<file path="config.mk">
export PLATFORM = sky130hd
export DESIGN_NAME = ysyx_22050078_ifu
export DESIGN_NICKNAME = d
export VERILOG_FILES = /design/src/rtl/ysyx_22050078_ifu_pkg.sv /design/src/rtl/ysyx_22050078_ifu.sv
export SDC_FILE = /design/constraint.sdc
export NUM_CORES = 1
export LEC_CHECK = 0
export CORE_MARGIN = 3
export CORE_UTILIZATION = 51
export CTS_CLUSTER_SIZE = 40
export DETAILED_ROUTE_END_ITERATION = 8
export PLACE_DENSITY = 0.88
export SYNTH_ARGS = -nofsm -noshare
export SYNTH_HDL_FRONTEND = slang
export SYNTH_SLANG_ARGS = --single-unit
</file>
<file path="constraint.sdc">
create_clock -name clk -period 3.9 [get_ports clk]
set_input_delay 0.39 -clock clk [delete_from_list [all_inputs] [get_ports clk]]
set_output_delay 0.39 -clock clk [all_outputs]
set_load 0.05 [all_outputs]
</file>
<file path="src/rtl/ysyx_22050078_ifu_pkg.sv">
// rtl/ysyx_22050078_ifu_pkg.sv - shared types and constants for the instruction fetch unit
package ysyx_22050078_ifu_pkg;

  localparam int INST_WIDTH      = 32;
  localparam int IFU_STATE_WIDTH = 2;

  typedef enum logic [IFU_STATE_WIDTH-1:0] {
    IFU_IDLE = 2'd0,
    IFU_REQ  = 2'd1,
    IFU_WAIT = 2'd2,
    IFU_HOLD = 2'd3
  } ifu_state_e;

endpackage

</file>
<file path="src/rtl/ysyx_22050078_ifu.sv">
// rtl/ysyx_22050078_ifu.sv - instruction fetch unit: PC owner, single outstanding fetch, registered hand-off to decode
module ysyx_22050078_ifu
  import ysyx_22050078_ifu_pkg::*;
#(
  parameter int                  PC_WIDTH = 64,
  parameter logic [PC_WIDTH-1:0] RESET_PC = PC_WIDTH'(64'h8000_0000)
) (
  input  logic                  clk,
  input  logic                  rst_n,
  output logic                  o_imem_req,
  output logic [PC_WIDTH-1:0]   o_imem_addr,
  input  logic                  i_imem_gnt,
  input  logic                  i_imem_rvalid,
  input  logic [INST_WIDTH-1:0] i_imem_rdata,
  output logic [INST_WIDTH-1:0] o_inst,
  output logic [PC_WIDTH-1:0]   o_pc,
  output logic                  o_inst_valid,
  input  logic                  i_idu_ready,
  input  logic                  i_redirect,
  input  logic [PC_WIDTH-1:0]   i_redirect_pc,
  output logic [1:0]            s_if_err,
  output logic [63:0]           s_fetch_cnt
);

  ifu_state_e            r_state;
  ifu_state_e            w_state_nxt;
  logic [PC_WIDTH-1:0]   r_pc;
  logic [PC_WIDTH-1:0]   w_pc_nxt;
  logic                  r_drop;
  logic                  w_drop_nxt;
  logic                  w_valid_nxt;
  logic                  w_capture;
  logic                  w_count;
  logic [INST_WIDTH-1:0] r_inst;
  logic [PC_WIDTH-1:0]   r_pc_out;
  logic                  r_valid;
  logic [1:0]            r_err;
  logic [63:0]           r_cnt;

  // Memory-side outputs come only from registered state so no input reaches them combinationally.
  assign o_imem_req   = (r_state == IFU_REQ);
  assign o_imem_addr  = r_pc;
  assign o_inst       = r_inst;
  assign o_pc         = r_pc_out;
  assign o_inst_valid = r_valid;
  assign s_if_err     = r_err;
  assign s_fetch_cnt  = r_cnt;

  always_comb begin
    w_state_nxt = r_state;
    w_pc_nxt    = r_pc;
    w_drop_nxt  = r_drop;
    w_valid_nxt = r_valid;
    w_capture   = 1'b0;
    w_count     = 1'b0;

    case (r_state)
      IFU_IDLE: w_state_nxt = IFU_REQ;
      IFU_REQ: begin
        if (i_imem_gnt) w_state_nxt = IFU_WAIT;
      end
      IFU_WAIT: begin
        if (i_imem_rvalid) begin
          if (r_drop) begin
            w_drop_nxt  = 1'b0;
            w_state_nxt = IFU_REQ;
          end else begin
            w_capture   = 1'b1;
            w_valid_nxt = 1'b1;
            w_state_nxt = IFU_HOLD;
          end
        end
      end
      IFU_HOLD: begin
        if (i_idu_ready) begin
          w_valid_nxt = 1'b0;
          w_pc_nxt    = r_pc + PC_WIDTH'(4);
          w_count     = 1'b1;
          w_state_nxt = IFU_REQ;
        end
      end
      default: w_state_nxt = IFU_IDLE;
    endcase

    // Redirect overrides everything; a fetch already accepted by memory must have its response swallowed.
    if (i_redirect) begin
      w_pc_nxt = {i_redirect_pc[PC_WIDTH-1:2], 2'b00};
      case (r_state)
        IFU_REQ: begin
          if (i_imem_gnt) begin
            w_drop_nxt  = 1'b1;
            w_state_nxt = IFU_WAIT;
          end else begin
            w_state_nxt = IFU_REQ;
          end
        end
        IFU_WAIT: begin
          if (i_imem_rvalid) begin
            w_capture   = 1'b0;
            w_valid_nxt = 1'b0;
            w_drop_nxt  = 1'b0;
            w_state_nxt = IFU_REQ;
          end else begin
            w_drop_nxt  = 1'b1;
            w_state_nxt = IFU_WAIT;
          end
        end
        IFU_HOLD: begin
          w_valid_nxt = 1'b0;
          w_count     = 1'b0;
          w_state_nxt = IFU_REQ;
        end
        default: w_state_nxt = IFU_REQ;
      endcase
    end
  end

  always_ff @(posedge clk or negedge rst_n) begin
    if (!rst_n) begin
      r_state  <= IFU_IDLE;
      r_pc     <= RESET_PC;
      r_drop   <= 1'b0;
      r_inst   <= '0;
      r_pc_out <= '0;
      r_valid  <= 1'b0;
      r_err    <= 2'b00;
      r_cnt    <= 64'd0;
    end else begin
      r_state <= w_state_nxt;
      r_pc    <= w_pc_nxt;
      r_drop  <= w_drop_nxt;
      r_valid <= w_valid_nxt;
      if (w_capture) begin
        r_inst   <= i_imem_rdata;
        r_pc_out <= r_pc;
      end
      if (w_count) r_cnt <= r_cnt + 64'd1;
      if (i_redirect && (i_redirect_pc[1:0] != 2'b00)) r_err[0] <= 1'b1;
      if (i_imem_rvalid && (r_state != IFU_WAIT)) r_err[1] <= 1'b1;
    end
  end

endmodule

</file>
==> results of run 1 <==
==> layout make-up <==
cell class / count / area [µm²] / area share (%)
flip-flops and latches: 226 / 5657 / 37.57
repair buffers: 339 / 3363 / 22.33
diodes: 6 / 15.01 / 0.09971
clock buffers: 38 / 714.4 / 4.744
clock inverters: 7 / 66.31 / 0.4404
well taps: 270 / 337.8 / 2.243
multi-input cells: 700 / 4822 / 32.02
inverters: 22 / 82.58 / 0.5484
==> worst paths after layout <==
kind                                                     to  slack [ns]  depth (start not counted)
worst min register to register  s_fetch_cnt[63]$_DFFE_PN0P_        0.47                          1
max in group asynchronous              o_pc[18]$_DFFE_PN0P_        2.36                          3
worst max-delay path            s_fetch_cnt[62]$_DFFE_PN0P_        1.09                          6
worst min-delay path                 o_inst_valid$_DFF_PN0_        0.16                          2
worst max register to register  s_fetch_cnt[62]$_DFFE_PN0P_        1.09                          6
min in group asynchronous            o_inst[14]$_DFFE_PN0P_        0.51                          2
==> metal layers <==
| metal | part of all wire, % | track usage [%] | up-vias |
|---|---|---|---|
| li1 | - | - | 4224 |
| met1 | 38 | 34.41 | 4572 |
| met2 | 50 | 47.24 | 402 |
| met3 | 7.4 | 5.925 | 81 |
| met4 | 4.2 | 12.15 | 0 |
| met5 | 0 | 0 | - |
==> state kept, by name, summed over array words and instances (netlist names) <==
| signal | flops |
|---|---|
| r_state | 2 |
| s_if_err | 2 |
| o_pc | 62 |
| o_imem_addr | 62 |
| r_drop | 1 |
| o_inst_valid | 1 |
| s_fetch_cnt | 64 |
| o_inst | 32 |
==> cell families after synthesis <==
| family | Yosys count | synth area share (%) |
|---|---|---|
| multiplexers | 105 | 10.98 |
| AO/OA/AOI/OAI | 82 | 4.677 |
| adder cells (fa/ha/maj) | 6 | 0.7015 |
| AND/OR/NAND/NOR | 405 | 20.44 |
| other | 1 | 0.03504 |
| XOR/XNOR | 98 | 8.021 |
| flip-flops | 226 | 52.86 |
| buffers and inverters | 56 | 2.292 |
==> cell usage in the layout (no fill, tap or decap), types with 12 or more instances in the layout <==
cell type	Yosys	routed
a31oi_1	12	12
buf_4	4	14
clkbuf_16	0	25
clkdlybuf4s50_1	0	323
dfrtp_1	225	225
inv_1	21	21
mux2_2	99	99
nand2_1	86	86
nand3_1	57	57
nand4_1	58	58
nor2_1	50	50
nor2b_1	12	12
nor3_1	37	36
nor4_1	31	30
o21ai_0	45	45
or3_1	17	17
xnor2_1	48	48
xor2_1	50	50
==> timing repair <==
item                                   CTS  global route
hold buffers                             1             0
setup endpoints to repair                0             0
endpoints found under the hold margin  102             0
setup buffers                            0             0
==> where the power goes <==
group	switching, mW	total [mW]	internal [mW]
sequential	0.383	3.23	2.85
clock	0.942	2.27	1.33
combinational	2.41	3.76	1.35
==> synth_stat cells (6+ instances only) <==
library cell | n | area (µm²)
or4_1 | 10 | 75.07
mux2i_1 | 6 | 60.06
inv_1 | 21 | 78.83
a31oi_1 | 12 | 75.07
a221o_1 | 6 | 60.06
ha_1 | 6 | 75.07
o21ai_0 | 45 | 225.2
nor2b_1 | 12 | 75.07
a22oi_1 | 6 | 45.04
xor2_1 | 50 | 437.9
xnor2_1 | 48 | 420.4
mux2_2 | 99 | 1115
clkbuf_1 | 23 | 86.33
nor4_1 | 31 | 193.9
dfrtp_1 | 225 | 5630
nand3_1 | 57 | 285.3
nor3_1 | 37 | 185.2
nor2_1 | 50 | 187.7
nand2_1 | 86 | 322.8
or3_1 | 17 | 106.4
nand4_1 | 58 | 362.9
and3_1 | 11 | 68.82
==> critical path, cell delays in order (launching register included) <==
cell and delay (ns):
dfrtp_1 0.41, ha_1 0.34, nand4b_1 0.30, nor4_1 0.80, nand4_1 0.36, nor4_1 0.37
xor2_1 0.17
==> stage by stage <==
stage	worst slack (ns)	utilization [%]	total power [mW]
floorplan	1.280	-	5.605
global placement	1.066	69.76	6.923
detailed placement	0.9669	69.76	7.012
CTS	1.197	73.63	9.313
global route	0.8294	73.71	9.605
finish	1.086	73.71	9.257
==> results.sh, run 1 <==
export IMPL_cts_clk_slew_worst_paths_ns=0.06
export IMPL_clkLatencyLatePin_ns=0.53
export IMPL_rsz0062_at_grt="false"
export IMPL_place_gp_congestion=0.9462
export IMPL_start_util_pct=52.38
export IMPL_tns_ns=0
export IMPL_final_cell_area_um2=15060
export IMPL_grt_usage_pct=27.83
export IMPL_fp_dieH_um=150.9
export IMPL_async_reset_ff_share_pct=100.0
export IMPL_dp_cells=1556
export IMPL_hold_class="primary input to register"
export IMPL_status="finished clean"
export IMPL_io_buffers=325
export IMPL_fp_row_count=52
export IMPL_cts_tree="yes"
export IMPL_htree_levels=1
export IMPL_wl_per_cell_um=20.15
export IMPL_start_kind="register"
export IMPL_ys_seq_elements=226
export IMPL_gr_total_overflow=0
export IMPL_powerDensity_nw_per_um2=614.8
export IMPL_post_dp_cell_area_um2=14250
export IMPL_period_share_pct=72.15
export IMPL_ys_flop_type="dfrtp_1"
export IMPL_slew_headroom_pct=35.97
export IMPL_vias=9279
export IMPL_first_pass_iters=5
export IMPL_syn_area_per_cell_um2=10.93
export IMPL_viasPerCell=5.771
export IMPL_stdcell_count=1608
export IMPL_grt_pass1_wl_mm=50.34
export IMPL_cts_buffers=25
export IMPL_grt_max_degree=108
export IMPL_place_hpwl_mm=23.39
export IMPL_end_kind="register"
export IMPL_synth_cell_type_count=56
export IMPL_route_detailed_drc=0
export IMPL_seq_area_frac_synth_pct=52.86
export IMPL_hold_start="i_redirect"
export IMPL_crit_fanout=8
export IMPL_area_growth_pct=40.71
export IMPL_first_iter_violations=654
export IMPL_postRouteAntennaNets=0
export IMPL_setup_violations=0
export IMPL_io_pins=330
export IMPL_core_um2=20430
export IMPL_syn_area_um2=10700
export IMPL_cts_root_buf="clkbuf_16"
export IMPL_synth_edf_count=0
export IMPL_fmax_ghz=0.3554
export IMPL_die_area_um2=22760
export IMPL_startpoint="r_state[0]$_DFFE_PN0P_"
export IMPL_clock_sinks=226
export IMPL_drive_above_1_share_pct=12.69
export IMPL_cts_buffer_depth=3
export IMPL_skew_ns=0.02620
export IMPL_cts_resized=0
export IMPL_finalMaxSlewViolations=0
export IMPL_worst_ir_drop_vdd_mv=0.5513
export IMPL_power_leakage_nw=6.218
export IMPL_syn_instance_count=979
export IMPL_max_slew_worst_pin_slew_ns=0.9604
export IMPL_critPathRequiredTime_ns=4.35
export IMPL_first_global_vias=9309
export IMPL_final_hold_viol_count=0
export IMPL_finalCriticalPeriod_ns=2.814
export IMPL_fillCellCount=1443
export IMPL_r2r_start="r_state[0]$_DFFE_PN0P_"
export IMPL_holdWs_ns=0.1612
export IMPL_yosysWarnings=0
export IMPL_arrival_ns=3.27
export IMPL_nets=1422
export IMPL_routed_wirelength_mm=32.41
export IMPL_crit_type="register to register"
export IMPL_antenna_found_initial=6
export IMPL_die_w_um=150.9
export IMPL_drv_cap=0
Power figures use the tool's default switching activity.
==> inputs of run 2 (changes only) <==
CORE_UTILIZATION = 47   (was 51)
PLACE_DENSITY = 0.82   (was 0.88)
clock period = 2.6 ns   (was 3.9 ns; I/O delays follow)
==> results.sh, run 2 (synthesized netlist as in run 1, its figures left out) <==
export IMPL_status="finished clean"
export IMPL_end_kind="register"
export IMPL_setup_violations=0
export IMPL_rsz0062_at_grt="false"
export IMPL_drv_cap=0
export IMPL_finalMaxSlewViolations=0
export IMPL_start_kind="register"
export IMPL_postRouteAntennaNets=0
export IMPL_cts_buffers=25
export IMPL_skew_ns=0.02325
export IMPL_first_pass_iters=6
export IMPL_vias=9344
export IMPL_first_global_vias=9300
export IMPL_wl_per_cell_um=19.57
export IMPL_worst_ir_drop_vdd_mv=0.7875
export IMPL_period_share_pct=93.34
export IMPL_first_iter_violations=700
export IMPL_place_ws_ns=-0.02877
export IMPL_fmax_ghz=0.4121
export IMPL_grt_usage_pct=25.66
export IMPL_viasPerCell=5.656
export IMPL_place_hpwl_mm=23.81
export IMPL_clock_sinks=226
export IMPL_fp_row_count=54
export IMPL_largest_register_ffs=64
export IMPL_final_cell_mix="clkdlybuf4s50_1, dfrtp_1, mux2_2"
export IMPL_cts_tree="yes"
export IMPL_slew_headroom_pct=51.06
export IMPL_max_stage_delay_ns=0.69
export IMPL_hold_class="primary input to asynchronous set/reset pin"
export IMPL_routed_wirelength_mm=32.33
export IMPL_clkLatencyLatePin_ns=0.53
export IMPL_nets=1457
export IMPL_cp_cell_sequence="nand3_2, or4_1, or3_1, or4_1, a31oi_1"
export IMPL_cts_root_buf="clkbuf_16"
export IMPL_die_area_um2=24620
export IMPL_stdcell_count=1652
export IMPL_drive_above_1_share_pct=15.64
export IMPL_p_total_mw=14.39
export IMPL_io_pins=330
export IMPL_crit_top_cell="or4_1"
export IMPL_htree_levels=1
export IMPL_die_w_um=156.9
export IMPL_route_detailed_drc=0
export IMPL_critPathSlowestCell="or4_1"
export IMPL_grt_pass1_wl_mm=50.98
export IMPL_multiInputGateArea_um2=4835
export IMPL_powerDensity_nw_per_um2=927.3
export IMPL_crit_type="register to register"
export IMPL_core_um2=22090
export IMPL_cts_buffer_depth=3
export IMPL_arrival_ns=2.88
export IMPL_start_util_pct=48.44
export IMPL_fp_dieH_um=156.9
export IMPL_cts_clk_slew_worst_paths_ns=0.07
export IMPL_gr_total_overflow=0
export IMPL_fillCellCount=1592
export IMPL_critPathRequiredTime_ns=3.05
export IMPL_crit_fanout=7
export IMPL_finalCriticalPeriod_ns=2.427
export IMPL_final_hold_viol_count=0
export IMPL_layout_setup_ws_ns=0.1733
export IMPL_place_gp_congestion=0.8805
export IMPL_regArea_um2=5659
export IMPL_io_buffers=325
export IMPL_antenna_found_initial=3
export IMPL_area_growth_pct=45.03
export IMPL_final_common_cell="clkdlybuf4s50_1"
export IMPL_dp_cells=1599
export IMPL_max_slew_worst_pin_slew_ns=0.7274
export IMPL_power_leakage_nw=6.460
export IMPL_grt_max_degree=69
## run 2: cell types whose count changed in the layout (fill, tap and decap cells not counted), moves of 4 or more
cell       previous run  this run
bufinv_16             1         5
buf_12                0         4
buf_4                14        45
clkbuf_1              9         4
## run 2: per-stage QoR
step | TNS, ns | util, % | instance area, µm² | hold WS, ns
after floorplan | 0 | - | 10720 | -0.03559
after global placement | 0 | 65.95 | 14570 | 0.2577
after detailed placement | -0.02877 | 65.95 | 14570 | 0.2615
after CTS | 0 | 70.10 | 15490 | 0.2691
after global routing | 0 | 70.23 | 15520 | 0.2966
final | 0 | 70.25 | 15520 | 0.2820
## run 2: report_power, final
part           internal [mW]  switching, mW
registers               4.27          0.515
clock network           2.41           1.47
logic                   2.07           3.66
## run 2: critical path: cells and delay by family, from the launching register on
| family | cells | cell delay [ns] |
|---|---|---|
| simple gates | 4 | 1.75 |
| flops | 1 | 0.46 |
| compound gates | 1 | 0.17 |
## run 2: path summary, 6_finish.rpt
| path | startpoint | endpoint | slack [ns] | cells past startpoint |
|---|---|---|---|---|
| min in group clk | i_redirect_pc[31] | o_imem_addr[31]$_DFFE_PN1P_ | 0.28 | 3 |
| max in group asynchronous | rst_n | o_imem_addr[10]$_DFFE_PN0P_ | 1.47 | 3 |
| worst min-delay path | rst_n | o_inst[7]$_DFFE_PN0P_ | 0.28 | 2 |
| worst max-delay path | o_imem_addr[11]$_DFFE_PN0P_ | o_imem_addr[62]$_DFFE_PN0P_ | 0.17 | 5 |
| worst max register to register | o_imem_addr[11]$_DFFE_PN0P_ | o_imem_addr[62]$_DFFE_PN0P_ | 0.17 | 5 |
| worst min register to register | s_if_err[1]$_DFFE_PN0P_ | s_if_err[1]$_DFFE_PN0P_ | 0.47 | 1 |
## run 2: cell type report
type | instances | area share (%)
clock inverter | 12 | 1.274
antenna | 4 | 0.06450
inverter | 22 | 0.5321
timing repair buffer | 374 | 23.69
sequential | 226 | 36.46
multi-input combinational | 700 | 31.15
tap | 280 | 2.257
clock buffer | 34 | 4.571
## run 2: what timing repair did
item | in CTS | in global routing
setup buffers | 0 | 2
hold endpoints to repair | 64 | 0
hold buffers | 1 | 0
setup endpoints to repair | 0 | 5
gates resized for setup | 0 | 1
## run 2: metal layers
layer  vias to the layer above  part of all wire, %  GRT usage (%)
met5                         -                    0              0
met4                         0                  3.7          8.795
met3                        74                  8.0          5.856
met2                       394                   49          42.31
met1                      4573                   40          33.55
li1                       4303                    -              -
==> inputs of run 3 (changes only) <==
GPL_TIMING_DRIVEN = 0   (was not set)
==> results.sh, run 3 (synthesized netlist as in run 1, its figures left out) <==
export IMPL_status="finished clean"
export IMPL_cts_buffers=25
export IMPL_slew_headroom_pct=49.30
export IMPL_nets=1451
export IMPL_powerDensity_nw_per_um2=918.4
export IMPL_grt_pass1_wl_mm=51.76
export IMPL_cts_root_buf="clkbuf_16"
export IMPL_gr_total_overflow=0
export IMPL_first_pass_iters=5
export IMPL_arrival_ns=2.90
export IMPL_die_area_um2=24620
export IMPL_hold_class="primary input to asynchronous set/reset pin"
export IMPL_finalCriticalPeriod_ns=2.472
export IMPL_core_um2=22090
export IMPL_io_buffers=325
export IMPL_start_kind="register"
export IMPL_viasPerCell=5.744
export IMPL_routed_wirelength_mm=33.03
export IMPL_cts_buffer_depth=3
export IMPL_p_total_mw=14.18
export IMPL_first_global_vias=9370
export IMPL_die_w_um=156.9
export IMPL_first_iter_violations=697
export IMPL_tns_ns=0
export IMPL_clock_sinks=226
export IMPL_fp_row_count=54
export IMPL_cts_tree="yes"
export IMPL_htree_levels=1
export IMPL_max_slew_worst_pin_slew_ns=0.7547
export IMPL_fp_dieH_um=156.9
export IMPL_clkLatencyLatePin_ns=0.53
export IMPL_final_common_cell="clkdlybuf4s50_1"
export IMPL_drv_cap=0
export IMPL_postRouteAntennaNets=0
export IMPL_cts_clk_slew_worst_paths_ns=0.06
export IMPL_grt_max_degree=93
export IMPL_largest_register_ffs=64
export IMPL_area_growth_pct=44.31
export IMPL_place_gp_congestion=0.8968
export IMPL_crit_type="register to register"
export IMPL_start_util_pct=48.44
export IMPL_antenna_found_initial=3
export IMPL_io_pins=330
export IMPL_worst_ir_drop_vdd_mv=0.7922
export IMPL_final_cell_mix="clkdlybuf4s50_1, dfrtp_1, mux2_2"
export IMPL_skew_ns=0.02419
export IMPL_route_detailed_drc=0
export IMPL_post_route_util_pct=69.90
export IMPL_final_hold_viol_count=0
export IMPL_fmax_ghz=0.4045
export IMPL_crit_fanout=8
export IMPL_finalMaxSlewViolations=0
export IMPL_critPathRequiredTime_ns=3.03
export IMPL_power_leakage_nw=6.417
export IMPL_grt_usage_pct=26.08
export IMPL_vias=9449
export IMPL_period_share_pct=95.08
export IMPL_wl_per_cell_um=20.08
export IMPL_drive_above_1_share_pct=14.70
export IMPL_setup_violations=0
export IMPL_end_kind="register"
export IMPL_place_hpwl_mm=24.43
run 3: layout make-up:
cell class	instances	area (µm²)
multi-input cells	700	4922
flip-flops and latches	226	5660
fillers	1657	6650
diodes	4	10.01
plain buffers	32	168.9
inverters	22	82.58
well taps	280	350.3
clock buffers	32	711.9
repair buffers	336	3383
clock inverters	13	153.9
run 3: routing by layer:
metal	routed length, µm	part of all wire, %	vias to the layer above	GRT usage [%]
met2	15960	48	412	43.19
met5	0	0	-	0
li1	-	-	4281	-
met1	13540	41	4692	34.75
met4	1070	3.2	0	8.545
met3	2462	7.5	64	5.004
run 3: power by group:
group,internal (mW),switching (mW),total (mW)
sequential,4.27,0.560,4.83
combinational,2.04,3.62,5.66
clock,2.23,1.46,3.69
total,8.54,5.64,14.2
run 3: critical path, stage by stage, from the launching register on:
cell and delay [ns]:
dfrtp_1 0.42, ha_2 0.29, nand4_1 0.29, nor4_4 0.31, buf_4 0.18, nand4_1 0.28
or3_1 0.43, a31oi_1 0.17
run 3: path summary, 6_finish.rpt:
path | startpoint | end | slack [ns] | depth (start not counted)
worst max-delay path | r_state[0]$_DFFE_PN0P_ | o_imem_addr[49]$_DFFE_PN0P_ | 0.13 | 7
worst min-delay path | rst_n | s_fetch_cnt[53]$_DFFE_PN0P_ | 0.26 | 2
worst max register to register | r_state[0]$_DFFE_PN0P_ | o_imem_addr[49]$_DFFE_PN0P_ | 0.13 | 7
worst min register to register | s_if_err[1]$_DFFE_PN0P_ | s_if_err[1]$_DFFE_PN0P_ | 0.46 | 1
max in group asynchronous | rst_n | o_imem_addr[13]$_DFFE_PN0P_ | 1.49 | 3
min in group clk | i_redirect_pc[31] | o_imem_addr[31]$_DFFE_PN1P_ | 0.29 | 3
run 3: through the flow:
stage                     hold slack [ns]  instance area, µm²  setup slack, ns  instances
after floorplan                  -0.03559               10720          0.02010        982
after global placement             0.4415               14320           -9.237       1587
after detailed placement           0.2192               14380          -0.5848       1589
after CTS                          0.2721               15380          0.01439       1641
after global routing               0.2971               15440         -0.02368       1644
final                              0.2568               15440           0.1279       1645
run 3: timing repair:
item,CTS,global route
setup endpoints to repair,100,96
gates resized for setup,18,10
endpoints found under the hold margin,55,0
pin swaps,6,4
hold buffers,1,0
buffers inserted,6,2
